[src/rtl/hilo_div_ctrl_pkg.sv]
// Shared definitions for the HI/LO divide controller.
// Holds the FSM encoding and the iteration count.
package hilo_div_ctrl_pkg;

    localparam int DIV_ITERS = 32;
    localparam int CNT_W     = $clog2(DIV_ITERS);

    typedef enum logic [1:0] {
        ST_IDLE = 2'd0,
        ST_BUSY = 2'd1,
        ST_DONE = 2'd2
    } div_state_t;

endpackage

[src/rtl/hilo_div_ctrl_div_step.sv]
// One restoring-division iteration, purely combinational.
// quo_in doubles as the dividend shifter: MSB leaves, quotient bit enters.
module hilo_div_ctrl_div_step #(
    parameter int WIDTH = 32
) (
    input  logic [WIDTH-1:0] rem_in,
    input  logic [WIDTH-1:0] quo_in,
    input  logic [WIDTH-1:0] divisor,
    output logic [WIDTH-1:0] rem_out,
    output logic [WIDTH-1:0] quo_out
);

    logic [WIDTH:0]   shifted;
    logic [WIDTH-1:0] diff;
    logic             no_borrow;

    always_comb begin
        shifted   = {rem_in, quo_in[WIDTH-1]};
        no_borrow = shifted >= {1'b0, divisor};
        // remainder < divisor keeps the true difference within WIDTH bits
        diff      = shifted[WIDTH-1:0] - divisor;
        rem_out   = no_borrow ? diff : shifted[WIDTH-1:0];
        quo_out   = {quo_in[WIDTH-2:0], no_borrow};
    end

endmodule

[src/rtl/hilo_div_ctrl.sv]
// HI/LO register file with a 32-iteration unsigned restoring divider.
// Owns all state; the divide step itself is a combinational sub-block.
module hilo_div_ctrl
    import hilo_div_ctrl_pkg::*;
#(
    parameter int WIDTH = 32
) (
    input  logic             clock,
    input  logic             reset_n,
    input  logic             div_start,
    input  logic [WIDTH-1:0] div_dividend,
    input  logic [WIDTH-1:0] div_divisor,
    input  logic             flush,
    input  logic             mt_hi_en,
    input  logic             mt_lo_en,
    input  logic [WIDTH-1:0] mt_value,
    input  logic             mf_req,
    output logic [WIDTH-1:0] hi,
    output logic [WIDTH-1:0] lo,
    output logic             busy,
    output logic             stall,
    output logic             done
);

    div_state_t       state;
    logic [CNT_W-1:0] count;
    logic [WIDTH-1:0] rem_q;
    logic [WIDTH-1:0] quo_q;
    logic [WIDTH-1:0] dvs_q;
    logic [WIDTH-1:0] rem_nx;
    logic [WIDTH-1:0] quo_nx;
    logic             start_ok;

    assign busy     = (state == ST_BUSY);
    assign done     = (state == ST_DONE);
    assign stall    = busy && (div_start || mf_req || mt_hi_en || mt_lo_en);
    assign start_ok = !busy && div_start && !flush;

    hilo_div_ctrl_div_step #(.WIDTH(WIDTH)) u_step (
        .rem_in  (rem_q),
        .quo_in  (quo_q),
        .divisor (dvs_q),
        .rem_out (rem_nx),
        .quo_out (quo_nx)
    );

    always_ff @(posedge clock or negedge reset_n) begin
        if (!reset_n) begin
            state <= ST_IDLE;
            count <= '0;
            rem_q <= '0;
            quo_q <= '0;
            dvs_q <= '0;
            hi    <= '0;
            lo    <= '0;
        end else begin
            unique case (state)
                ST_BUSY: begin
                    if (flush) begin
                        state <= ST_IDLE;
                    end else begin
                        rem_q <= rem_nx;
                        quo_q <= quo_nx;
                        count <= count + 1'b1;
                        if (count == CNT_W'(DIV_ITERS - 1)) begin
                            hi    <= rem_nx;
                            lo    <= quo_nx;
                            state <= ST_DONE;
                        end
                    end
                end
                default: begin
                    // IDLE and DONE accept requests identically
                    if (start_ok) begin
                        rem_q <= '0;
                        quo_q <= div_dividend;
                        dvs_q <= div_divisor;
                        count <= '0;
                        state <= ST_BUSY;
                    end else begin
                        if (mt_hi_en) hi <= mt_value;
                        if (mt_lo_en) lo <= mt_value;
                        state <= ST_IDLE;
                    end
                end
            endcase
        end
    end

endmodule
[config.mk]
export PLATFORM = sky130hd
export DESIGN_NAME = hilo_div_ctrl
export DESIGN_NICKNAME = d
export VERILOG_FILES = /design/src/rtl/hilo_div_ctrl_pkg.sv /design/src/rtl/hilo_div_ctrl_div_step.sv /design/src/rtl/hilo_div_ctrl.sv
export SDC_FILE = /design/constraint.sdc
export NUM_CORES = 1
export LEC_CHECK = 0
export BUFFER_PORTS_ARGS = -buffer_cell sky130_fd_sc_hd__clkbuf_2
export CAP_MARGIN = 40
export CORE_ASPECT_RATIO = 2
export CORE_MARGIN = 8
export CORE_UTILIZATION = 30
export DETAILED_ROUTE_END_ITERATION = 10
export PLACE_DENSITY = 0.56
export SLEW_MARGIN = 10
export SYNTH_ARGS = -nofsm -noshare
export SYNTH_HDL_FRONTEND = slang
export SYNTH_SLANG_ARGS = --single-unit
[constraint.sdc]
create_clock -name clock -period 6.55 [get_ports clock]
set_input_delay 1.31 -clock clock [delete_from_list [all_inputs] [get_ports clock]]
set_output_delay 1.31 -clock clock [all_outputs]
set_load 0.03 [all_outputs]
==> results of run 1 <==
==> power by group <==
group          internal (W)  switching [W]
sequential          0.00119      0.0000993
clock              0.000546       0.000464
combinational      0.000363       0.000675
total               0.00209        0.00124
==> worst max-delay path, cell delays in order, from the launching register on <==
cell      delay [ps]
dfrtp_1          400
ha_1             390
nand2_1          140
or3_1            440
nand2b_1         160
nand3_1          100
a21oi_2           50
o211ai_2         270
and2_1           680
buf_4            440
mux2i_1          500
a21oi_1          130
==> synth_stat cells (4+ instances only) <==
cell / n / share of area [%]
o21a_1: 6 / 0.50
a22oi_1: 23 / 1.9
o31ai_1: 4 / 0.33
a21o_1: 18 / 1.5
a21boi_0: 9 / 0.74
dfrtp_1: 167 / 46
and3_1: 7 / 0.48
xor2_1: 9 / 0.87
nor2_1: 33 / 1.4
mux2i_1: 47 / 5.2
buf_2: 5 / 0.28
o221ai_1: 10 / 0.97
nand4_1: 10 / 0.69
nor2b_1: 7 / 0.48
or3_1: 20 / 1.4
ha_1: 34 / 4.7
o21ai_0: 114 / 6.3
xnor2_1: 22 / 2.1
inv_1: 39 / 1.6
a21oi_1: 70 / 3.9
nand2_1: 185 / 7.7
nor3_1: 12 / 0.66
clkbuf_1: 49 / 2.0
o21ai_1: 41 / 2.3
a211oi_1: 5 / 0.41
buf_1: 6 / 0.25
nand3_1: 6 / 0.33
==> per-layer routing <==
metal / part of all wire, % / track usage [%] / vias to the layer above / wire [um]
li1: - / - / 3833 / -
met1: 43 / 19.9 / 3870 / 12600
met2: 49 / 28.2 / 263 / 14500
met3: 5.6 / 3.67 / 41 / 1660
met4: 2.5 / 6.04 / 0 / 752
met5: 0 / 0 / - / 0
==> sequential cells by signal, summed over array words and instances (netlist names) <==
name	flops
dvs_q	32
hi	32
lo	32
quo_q	32
rem_q	32
count	5
state	2
==> how the worst min path moves through the flow <==
stage | start | endpoint | slack (ps) | cells after the start
2_1_floorplan | quo_q[10]$_DFFE_PN0P_ | quo_q[10]$_DFFE_PN0P_ | 450 | 2
3_3_place_gp | lo[28]$_DFFE_PN0P_ | lo[28]$_DFFE_PN0P_ | 460 | 2
3_5_place_dp | lo[11]$_DFFE_PN0P_ | lo[11]$_DFFE_PN0P_ | 470 | 1
4_1_cts | lo[15]$_DFFE_PN0P_ | lo[15]$_DFFE_PN0P_ | 490 | 2
5_1_grt | lo[13]$_DFFE_PN0P_ | lo[13]$_DFFE_PN0P_ | 510 | 1
6_report | quo_q[11]$_DFFE_PN0P_ | quo_q[11]$_DFFE_PN0P_ | 480 | 2
==> cells in the final DEF (no fill, tap or decap), types with 7 or more instances in the layout <==
| master | n |
|---|---|
| a21boi_0 | 9 |
| a21o_1 | 18 |
| a21oi_1 | 68 |
| a22oi_1 | 23 |
| and3_1 | 7 |
| buf_4 | 10 |
| clkbuf_16 | 17 |
| clkbuf_2 | 168 |
| dfrtp_1 | 167 |
| ha_1 | 34 |
| inv_1 | 39 |
| mux2i_1 | 47 |
| nand2_1 | 185 |
| nand4_1 | 10 |
| nor2_1 | 32 |
| nor2b_1 | 7 |
| nor3_1 | 12 |
| o21ai_0 | 114 |
| o21ai_1 | 40 |
| o221ai_1 | 10 |
| or3_1 | 20 |
| xnor2_1 | 22 |
| xor2_1 | 9 |
==> cell type report <==
cell class | count | area (um2)
Timing Repair Buffer | 182 | 990
Clock buffer | 19 | 443
Sequential cell | 167 | 4180
Inverter | 42 | 158
Tap cell | 368 | 460
Multi-Input combinational cell | 740 | 4520
Clock inverter | 13 | 138
Fill cell | 3109 | 19100
==> kinds of logic (layout without fill, tap and decap cells) <==
| family | after synthesis | in the layout | synth area share, % |
|---|---|---|---|
| AOI/OAI and AO/OA | 327 | 327 | 21.4 |
| and+or+nand+nor | 297 | 297 | 14.5 |
| DFF | 167 | 167 | 46.0 |
| buffers and inverters | 105 | 256 | 4.55 |
| muxes | 50 | 50 | 5.60 |
| adders and majority gates | 35 | 35 | 4.91 |
| xor gates and xnor gates | 31 | 31 | 2.99 |
==> stage by stage <==
step                      util [%]  setup WS [ps]  instances  total power, W  hold WS [ps]
after floorplan                  -           3500       1012         0.00200           450
after global placement        34.2           2270       1496         0.00232           461
after detailed placement      34.4           2270       1499         0.00234           466
after CTS                     36.3           2650       1531         0.00336           488
after global routing          36.3           2410       1531         0.00352           506
final                         36.3           2690       1531         0.00333           481
==> impl.org, run 1 <==
** Timing
- Maximum achievable frequency :: 259 MHz
- Total negative setup slack :: 0 ps
- Headroom to the max-slew limit :: 39.6%
- Setup violations, final :: 0
- Counting I/O delays and the setup requirement, the final critical path takes 3860 ps.
- Setup Skew :: 9.37 ps
- The worst path uses 59.0% of the clock period.
- Setup repair after global routing left no endpoint under its margin.
- Final Hold Vio Count :: 0
- At the pin with the least slew margin, the transition time is 906 ps.
- The number of max-slew violations in the final report came to 0.

** Setup path
- The worst setup path is captured at a flop.
- Required time of the critical path :: 6860 ps
- In this run the worst setup path begins at rem_q[23]$_DFFE_PN0P_.
- Counting cells, the worst reg-to-reg path comes to 11.
- Following the worst setup path forward leads to its endpoint at hi[16]$_DFFE_PN0P_.
- Reg-to-reg critical path startpoint :: rem_q[23]$_DFFE_PN0P_
- Flop-to-flop setup slack :: 2690 ps
- Critical path fanouts, max :: 17
- The critical path is of the reg2reg type.
- Arrival time of data at the critical path endpoint :: 4170 ps
- The endpoint identified for the worst register-to-register timing path is hi[16]$_DFFE_PN0P_.
- Critical path startpoint category :: flop

** Placed design
- Final estimated routing congestion in global placement :: 0.901
- DPL Wire Length :: 22.3 mm
- Once placement finished, the instance area stood at 10300 um2.
- The count of buffers added on input and output ports is 169.

** Power and ir drop
- The worst-case IR drop observed on VDD is 208 uV.
- Power spread over the standard cell area amounts to 306 nW/um2.
- Standby leakage power :: 5.09 nW

** CTS
- Number of clock sinks :: 167
- For the worst-skew pair, the clock arrives at the later sink with an insertion delay of 440 ps.
- H-Tree Level Count :: 4
- Number of buffers on the longest clock path :: 2
- TritonCTS built the clock tree.
- Clock-pin slew was measured on the worst setup and hold paths at 70 ps.
- Number of buffers added for setup after CTS :: 0
- # resized after CTS :: 0
- Buffers inserted to repair hold after CTS numbered 0.
- Clock tree root driver cell :: clkbuf_16
- Clock tree synthesis inserted a total of 17 buffers.

** Cells and area
- Cells with a size suffix above 1 make up 19.9% of the layout.
- Number of diodes added for antenna fixing :: 0
- From synthesis to final layout, the design area changed by 19.9%.
- At the end of the flow, the number of nets in the layout was 1288.
- Total non-filler cell area in the finished layout :: 10900 um2

** Route
- DRC marker count from the first detailed-route iteration :: 440
- Via Count :: 8007
- Routed length per instance :: 19.3 um
- Using the TritonRoute via totals, the vias-per-cell ratio works out to 5.23.
- For this block, the routed nets add up to 29.5 mm of wire.
- First-pass DRT Iterations :: 5
- Number of design rule violations left after detail routing :: 0
- DRT antenna net count :: 0

** Floorplan
- For this configuration, the core starts out at a cell density of 30.3%.
- Vertical die dimension :: 262 um
- Core region area :: 30000 um2
- Measured along the x axis, the die boundary spans 139 um.
- Row generation in the floorplan step produced 90 rows.
- The die covers 36400 um2.
- For this design the top-level I/O count stands at 170.

** Yosys
- Net count after synthesis :: 1150
- Sequential cells were found to cover 46.0% of the synthesized design area.
- Register bit count reported by yosys :: 167
- Number of different library cells in the post-synthesis netlist :: 66
- The Yosys step of the flow raised 0 warnings.
- Share of synthesized flip-flops with an asynchronous set or reset :: 100%
- Synthesis produced a netlist whose cell count is 1012.
- Each instance of the synthesized netlist takes up on average 8.97 um2.
- After synthesis the cells add up to 9070 um2.
- Count of flip-flops with a built-in enable after synthesis :: 0
- Predominant post-synthesis flop cell :: dfrtp_1

** Job
- Max Cap Violations :: 0

** GRT
- Combined global-route utilization of all metal layers :: 16.5%
- The via count of the first global-routing pass is 8441.
- First-pass GRT wire length :: 47.3 mm
- Number of antenna violations at the first check in global routing :: 0
- Largest net degree at the start of global routing :: 68
- The total overflow left after global routing is 0.

** Min path
- Hold Path Class :: reg2reg

** Status
- Outcome :: completed
Power figures use the tool's default switching activity.
==> run 2: changes to the inputs <==
==> constraint.sdc (replaced) <==
create_clock -name clock -period 3.9 [get_ports clock]
set_input_delay 0.78 -clock clock [delete_from_list [all_inputs] [get_ports clock]]
set_output_delay 0.78 -clock clock [all_outputs]
set_load 0.03 [all_outputs]
==> run 2 against run 1 <==
  * Power up 69%
  * Critical path depth is the same
  * Flip-flop and latch count unchanged
  * Clock skew grew 1.2 ps
  * Count of clock-buffer cells in the layout unchanged
  * Sequential share of layout area fell by 0.16 points
  * Final cell count rose by 0.39%
  * Via count is 1.3% lower
  * Largest cell class unchanged
  * Maximum frequency increased by 20%
  * Routed wire length down 0.97%
  * Global-route usage fell by 0.15 points
==> impl.org, run 2 (synthesis gave the netlist of run 1 again) <==
** Setup path
- Critical path capture point type :: flop
- STA classifies the critical path startpoint as a flop.
- Data on the critical path is required at its endpoint by 4250 ps.
- Critical path fanouts, max :: 12
- Launching instance or port of the critical path :: rem_q[0]$_DFFE_PN0P_
- For the worst setup path, the data arrival time is 3570 ps.
- The worst register-to-register path begins at rem_q[0]$_DFFE_PN0P_.
- Category of the most critical setup path :: reg2reg

** Power and ir drop
- Standby leakage power :: 5.12 nW
- Switching share of power :: 35.7%
- Total power for the finished layout comes to 0.00564 W.
- Total net switching power :: 0.00201 W
- For this design the ratio of total power to cell area is 516 nW/um2.
- Combinational cells account for 30.8% of the total power.
- Sequential cells account for 38.3% of the total power.
- The clock network burns 30.9% of the power.
- VDD sags by at most 298 uV.
- The internal portion of the total power is 0.00362 W.

** Route
- Vias per cell :: 5.14
- DRC marker count from the first detailed-route iteration :: 569
- The final layout contains routed wiring with a total length of 29.2 mm.
- For this run, design rule violations remaining after detail routing come to 0.
- Via Count :: 7903
- Routed length per instance :: 19.0 um
- In this run the remaining antenna-violating nets after routing total 0.
- First-pass DRT Iterations :: 5

** Floorplan
- Effective utilization at floorplan :: 30.3%
- The region available for standard cell placement spans 30000 um2.
- Die Outline Area :: 36400 um2
- Pin placement for this block handled 170 I/O pins.
- Die outline width :: 139 um
- Number of rows in the core area :: 90
- Vertical die dimension :: 262 um

** CTS
- Number of buffers added for setup after CTS :: 0
- CTS built an H-tree with a depth of 4.
- # resized after CTS :: 0
- TritonCTS clock tree :: yes
- Clock transition at the registers of the reported paths :: 70 ps
- Total of hold buffers inserted after clock tree synthesis :: 0
- Number of clock sinks :: 167
- Number of buffers on the longest clock path :: 2
- Counting the buffers created by CTS gives 17.
- CTS placed an instance of clkbuf_16 at the clock tree root.
- Worst skew pair latency :: 440 ps

** GRT
- The initial antenna violation count came to 0.
- First-pass GRT wire length :: 46.5 mm
- Entering global routing, the biggest net connects 68 pins.
- Congestion Overflow GR :: 0
- The via count of the first global-routing pass was 8341.
- Combined global-route utilization of all metal layers :: 16.3%

** Cells and area
- Share of post-route cells with drive strength above 1 :: 20.3%
- The filler cells instantiated in the layout total 3092.
- At the end of the flow, the number of nets in the layout was 1296.
- Leading cell type in the layout, fill and taps excluded :: nand2_1
- Number of diodes added for antenna fixing :: 0
- Area grow syn2layout :: 20.4%
- In the layout the commonest cells are 185 x nand2_1, 168 x clkbuf_2, 167 x dfrtp_1, 114 x o21ai_0, 68 x a21oi_1.

** Placed design
- DPL Wire Length :: 22.4 mm
- The congestion estimate from routability-driven global placement came to 0.898.
- Buffers placed on the I/O ports in this run total 169.

** Min path
- The worst hold path belongs to the class in2async.

** Timing
- Setup repair after global routing left no endpoint under its margin.
- At the pin with the least slew margin, the transition time is 862 ps.
- Setup violations, final :: 0
- The worst path needs 3220 ps of the cycle, external delays included.
- Total negative setup slack :: 0 ps
- Across the routed clock network, the largest skew measured is 10.6 ps.
- Derived from the worst setup path, the maximum achievable clock frequency is 311 MHz.
- In this run the tightest slew margin relative to its limit is 42.5%.
- Share of the clock period used by the worst path after layout :: 82.5%
- The number of endpoints with negative hold slack in the final report was 0.
- The number of max-slew violations in the final report was 0.

** Status
- Outcome :: completed

** Job
- Max Cap Violations :: 0
[run 2: cell types whose count changed in the layout (fill, tap and decap cells not counted)]
cell       change
buf_4         +10
inv_6          -3
bufinv_16      +2
clkinv_2       +2
inv_8          -2
buf_16         -1
buf_8          -1
clkinv_4       -1
[run 2: power groups by stage]
| stage | registers [W] | clock network [W] | logic, W |
|---|---|---|---|
| detailed placement | 0.00219 | 0 | 0.00174 |
| global placement | 0.00218 | 0 | 0.00173 |
| finish | 0.00216 | 0.00174 | 0.00174 |
| CTS | 0.00216 | 0.00178 | 0.00175 |
| global route | 0.00219 | 0.00185 | 0.00192 |
| floorplan | 0.00237 | 0 | 0.000990 |
[run 2: routing by layer]
layer  wire (um)  GRT usage, %  share of wire, %  up-vias
met4         647          5.31               2.2        0
met5           0             0                 0        -
met2       14400          28.1                49      230
li1            -             -                 -     3836
met3        1740          4.86               6.0       37
met1       12400          19.1                43     3800
[run 2: stage by stage]
stage               util, %  cells  cell area (um2)  hold slack (ps)  setup slack [ps]
CTS                    36.5   1537            10900              348               699
floorplan                 -   1012             9070              450              1100
global placement       34.5   1507            10300              463               779
global route           36.5   1537            10900              360               536
detailed placement     34.5   1507            10300              464               712
finish                 36.5   1537            10900              337               682
[run 2: worst max-delay path, stage by stage, from the launching register on]
cell and delay, ps:
dfrtp_1 430, ha_1 340, nor2b_4 140, o2111ai_2 220
nand3b_2 140, a2111o_1 490, a21oi_2 190, o211ai_2 160
and2_1 210, buf_4 210, mux2_1 390, o221ai_1 200
[run 2: cell type report]
class	count	area [um2]	share of cell area, %
clock buffer	19	443	4.05
tap	368	460	4.21
clock inverter	11	150	1.37
inverter	42	158	1.44
multi-input combinational	740	4520	41.3
sequential	167	4180	38.2
timing repair buffer	190	1020	9.35
[run 2: path summary, 6_finish.rpt]
path / end / slack (ps) / depth (start not counted)
max: hi[5]$_DFFE_PN0P_ / 680 / 11
min in group clock: lo[23]$_DFFE_PN0P_ / 480 / 2
min reg2reg: lo[23]$_DFFE_PN0P_ / 480 / 2
min: lo[16]$_DFFE_PN0P_ / 340 / 1
max reg2reg: hi[5]$_DFFE_PN0P_ / 680 / 11
max in group asynchronous: quo_q[13]$_DFFE_PN0P_ / 2750 / 2
==> run 3: changes to the inputs <==
--- a/config.mk
+++ b/config.mk
@@ -11,7 +11,7 @@
 export CORE_MARGIN = 8
 export CORE_UTILIZATION = 30
 export DETAILED_ROUTE_END_ITERATION = 10
-export PLACE_DENSITY = 0.56
+export PLACE_DENSITY = 0.58
 export SLEW_MARGIN = 10
 export SYNTH_ARGS = -nofsm -noshare
 export SYNTH_HDL_FRONTEND = slang
==> constraint.sdc (replaced) <==
create_clock -name clock -period 2.9 [get_ports clock]
set_input_delay 0.58 -clock clock [delete_from_list [all_inputs] [get_ports clock]]
set_output_delay 0.58 -clock clock [all_outputs]
set_load 0.03 [all_outputs]
==> run 3 against run 2 <==
  * Die area unchanged
  * Hold slack got worse by 280 ps
  * Via count rose by 4.8%
  * Sequential share of layout area fell by 2.8 points
  * Sequential power rose by 35%
  * Clock power increased by 35%
==> impl.org, run 3 (synthesis gave the netlist of run 1 again) <==
** Status
- The run finished with clean final reports.

** Power and ir drop
- Summed over all cells, the static leakage comes to 5.47 nW.
- The design draws 0.00807 W.
- Pwr per Cell Area :: 685 nW/um2
- Max IR drop VDD :: 438 uV

** Timing
- Setup Skew :: 12.8 ps
- For this run, the top clock speed supported by timing is 347 MHz.
- Shortest clock period the worst path allows after layout :: 2880 ps
- Setup violations remaining at the end of the flow were counted as 0.
- Of the available clock period, the critical path in the final layout requires 99.2%.
- Measured against its own limit, the worst slew margin works out to 55.3%.
- Final Max Tran Viols :: 0
- Worst-margin pin slew :: 668 ps
- Setup repair after global routing missed its margin :: yes
- Tightest hold margin :: 56.5 ps
- Once routing completed, OpenROAD measured the worst setup slack at 22.2 ps.
- Final Hold Vio Count :: 0

** Setup path
- Data arrives at the worst endpoint at 3200 ps.
- Critical path capture point type :: flop
- The most critical setup path has its startpoint at quo_q[31]$_DFFE_PN0P_.
- Category of the most critical setup path :: reg2reg
- Data on the critical path is required at its endpoint by 3220 ps.
- Critical path fanouts, max :: 3
- Depth of the worst register-to-register path :: 13
- The worst register-to-register path begins at quo_q[31]$_DFFE_PN0P_.
- STA classifies the critical path startpoint as a flop.

** GRT
- Congestion Overflow GR :: 0
- Largest net degree at the start of global routing :: 76
- First-pass GRT wire length :: 46.6 mm
- The initial antenna violation count is 0.
- The via count of the first global-routing pass was 8400.
- Combined global-route utilization of all metal layers :: 16.5%

** Job
- Max Cap Violations :: 0

** Route
- Via Count :: 8285
- The first TritonRoute pass finished after 5 iterations.
- Overall routed net length :: 30.0 mm
- Number of design rule violations left after detail routing :: 0
- Vias per cell :: 5.19
- Routed length per instance :: 18.8 um
- In this run, the number of DRC markers left after iteration 0 of detailed routing was 428.
- The detail route stage leaves a number of antenna-violating nets equal to 0.

** Placed design
- At the placement stage, the worst setup path has a slack of -180 ps.
- Final estimated routing congestion in global placement :: 0.903
- Port buffering added 169 buffers.
- Counting tap cells, the placed design contains a total of 1558 instances.
- After legalization and detailed placement, the total HPWL measured 22.7 mm.

** Cells and area
- At the end of the flow, the number of nets in the layout was 1352.
- Share of post-route cells with drive strength above 1 :: 28.4%
- Number of inserted filler cells in the final layout :: 3013
- The finished layout holds 1595 standard cells, fillers aside.
- Number of diodes added for antenna fixing :: 0
- The library cell used most frequently in the layout, excluding fill and tap cells, is nand2_1.
- Leaving out fill and tap cells, the most frequent cells in the layout are 183 x nand2_1, 168 x clkbuf_2, 167 x dfrtp_1, 112 x o21ai_0, 68 x buf_4.
- Compared with the post-synthesis result, the final layout area differs by 29.8%.

** CTS
- For the worst-skew pair, the clock arrives at the later sink with an insertion delay of 450 ps.
- CTS saw 167 sinks.
- TritonCTS built the clock tree.
- For this design, the CTS-stage hold fixing added 0 buffers.
- Inserted Clock Buffers :: 17
- Number of buffers on the longest clock path :: 2
- Clock tree root driver cell :: clkbuf_16
- H-Tree Level Count :: 4
- Clock-pin slew was measured on the worst setup and hold paths at 70 ps.

** Floorplan
- Core region area :: 30000 um2
- Effective utilization at floorplan :: 30.3%
- The die covers 36400 um2.
- After floorplanning, the core was divided into 90 placement rows.
- Die outline width :: 139 um
- Measured along the y axis, the die boundary spans 262 um.
- 170 I/O pins were placed.

** Min path
- The worst hold path belongs to the class in2async.
[run 3: cell types whose count changed in the layout (fill, tap and decap cells not counted), moves of 5 or more]
cell and delta:
a21oi_1 -5, mux2i_1 -19, a21oi_2 +5, mux2i_4 +8
mux2i_2 +11, ha_1 -6, ha_4 +5, buf_4 +48
[run 3: repair_timing]
item	CTS	global route
pin swaps	4	21
gates resized for setup	21	56
setup buffers	1	4
hold endpoints to repair	0	0
setup endpoints to repair	34	57
[run 3: worst paths after layout]
check / slack [ps] / to
setup / recovery: 20 / hi[16]$_DFFE_PN0P_
hold / removal: 60 / lo[22]$_DFFE_PN0P_
setup reg to reg: 20 / hi[16]$_DFFE_PN0P_
hold reg to reg: 480 / lo[11]$_DFFE_PN0P_
max in group asynchronous: 2060 / dvs_q[11]$_DFFE_PN0P_
min in group clock: 340 / dvs_q[30]$_DFFE_PN0P_
[run 3: worst max-delay path, stage by stage (launching register included)]
cell and delay, ps:
dfrtp_1 400, inv_2 90, ha_4 130, inv_2 40, fa_2 350, a21o_1 200
a221o_1 400, and3_4 220, or2_4 230, a21oi_2 110, nor2_1 60, xor2_1 160
mux2i_2 250, a21oi_1 110
[run 3: metal layers]
metal | up-vias | routed length [um] | global-route usage, %
li1 | 3971 | - | -
met5 | - | 0 | 0
met2 | 283 | 14600 | 27.9
met1 | 3980 | 12600 | 19.8
met4 | 0 | 942 | 6.65
met3 | 51 | 1870 | 4.11
[run 3: final cells by class]
| cell class | instances | area (um2) | share of cell area, % |
|---|---|---|---|
| multi-input cells | 740 | 4870 | 41.3 |
| flip-flops and latches | 167 | 4180 | 35.5 |
| inverters | 42 | 158 | 1.34 |
| repair buffers | 246 | 1520 | 12.9 |
| clock inverters | 13 | 144 | 1.22 |
| well taps | 368 | 460 | 3.91 |
| clock buffers | 19 | 453 | 3.85 |
[run 3: metrics by stage]
stage	instance area [um2]	utilization, %	TNS [ps]
2_1_floorplan	9070	-	0
3_3_place_gp	10700	35.8	-1190
3_5_place_dp	10800	35.9	-1480
4_1_cts	11500	38.4	-52.9
5_1_grt	11800	39.3	-559
6_report	11800	39.3	0
[run 3: power breakdown]
group / switching, W / internal [W]
Sequential: 0.000232 / 0.00268
Clock: 0.00102 / 0.00132
Combinational: 0.00169 / 0.00112
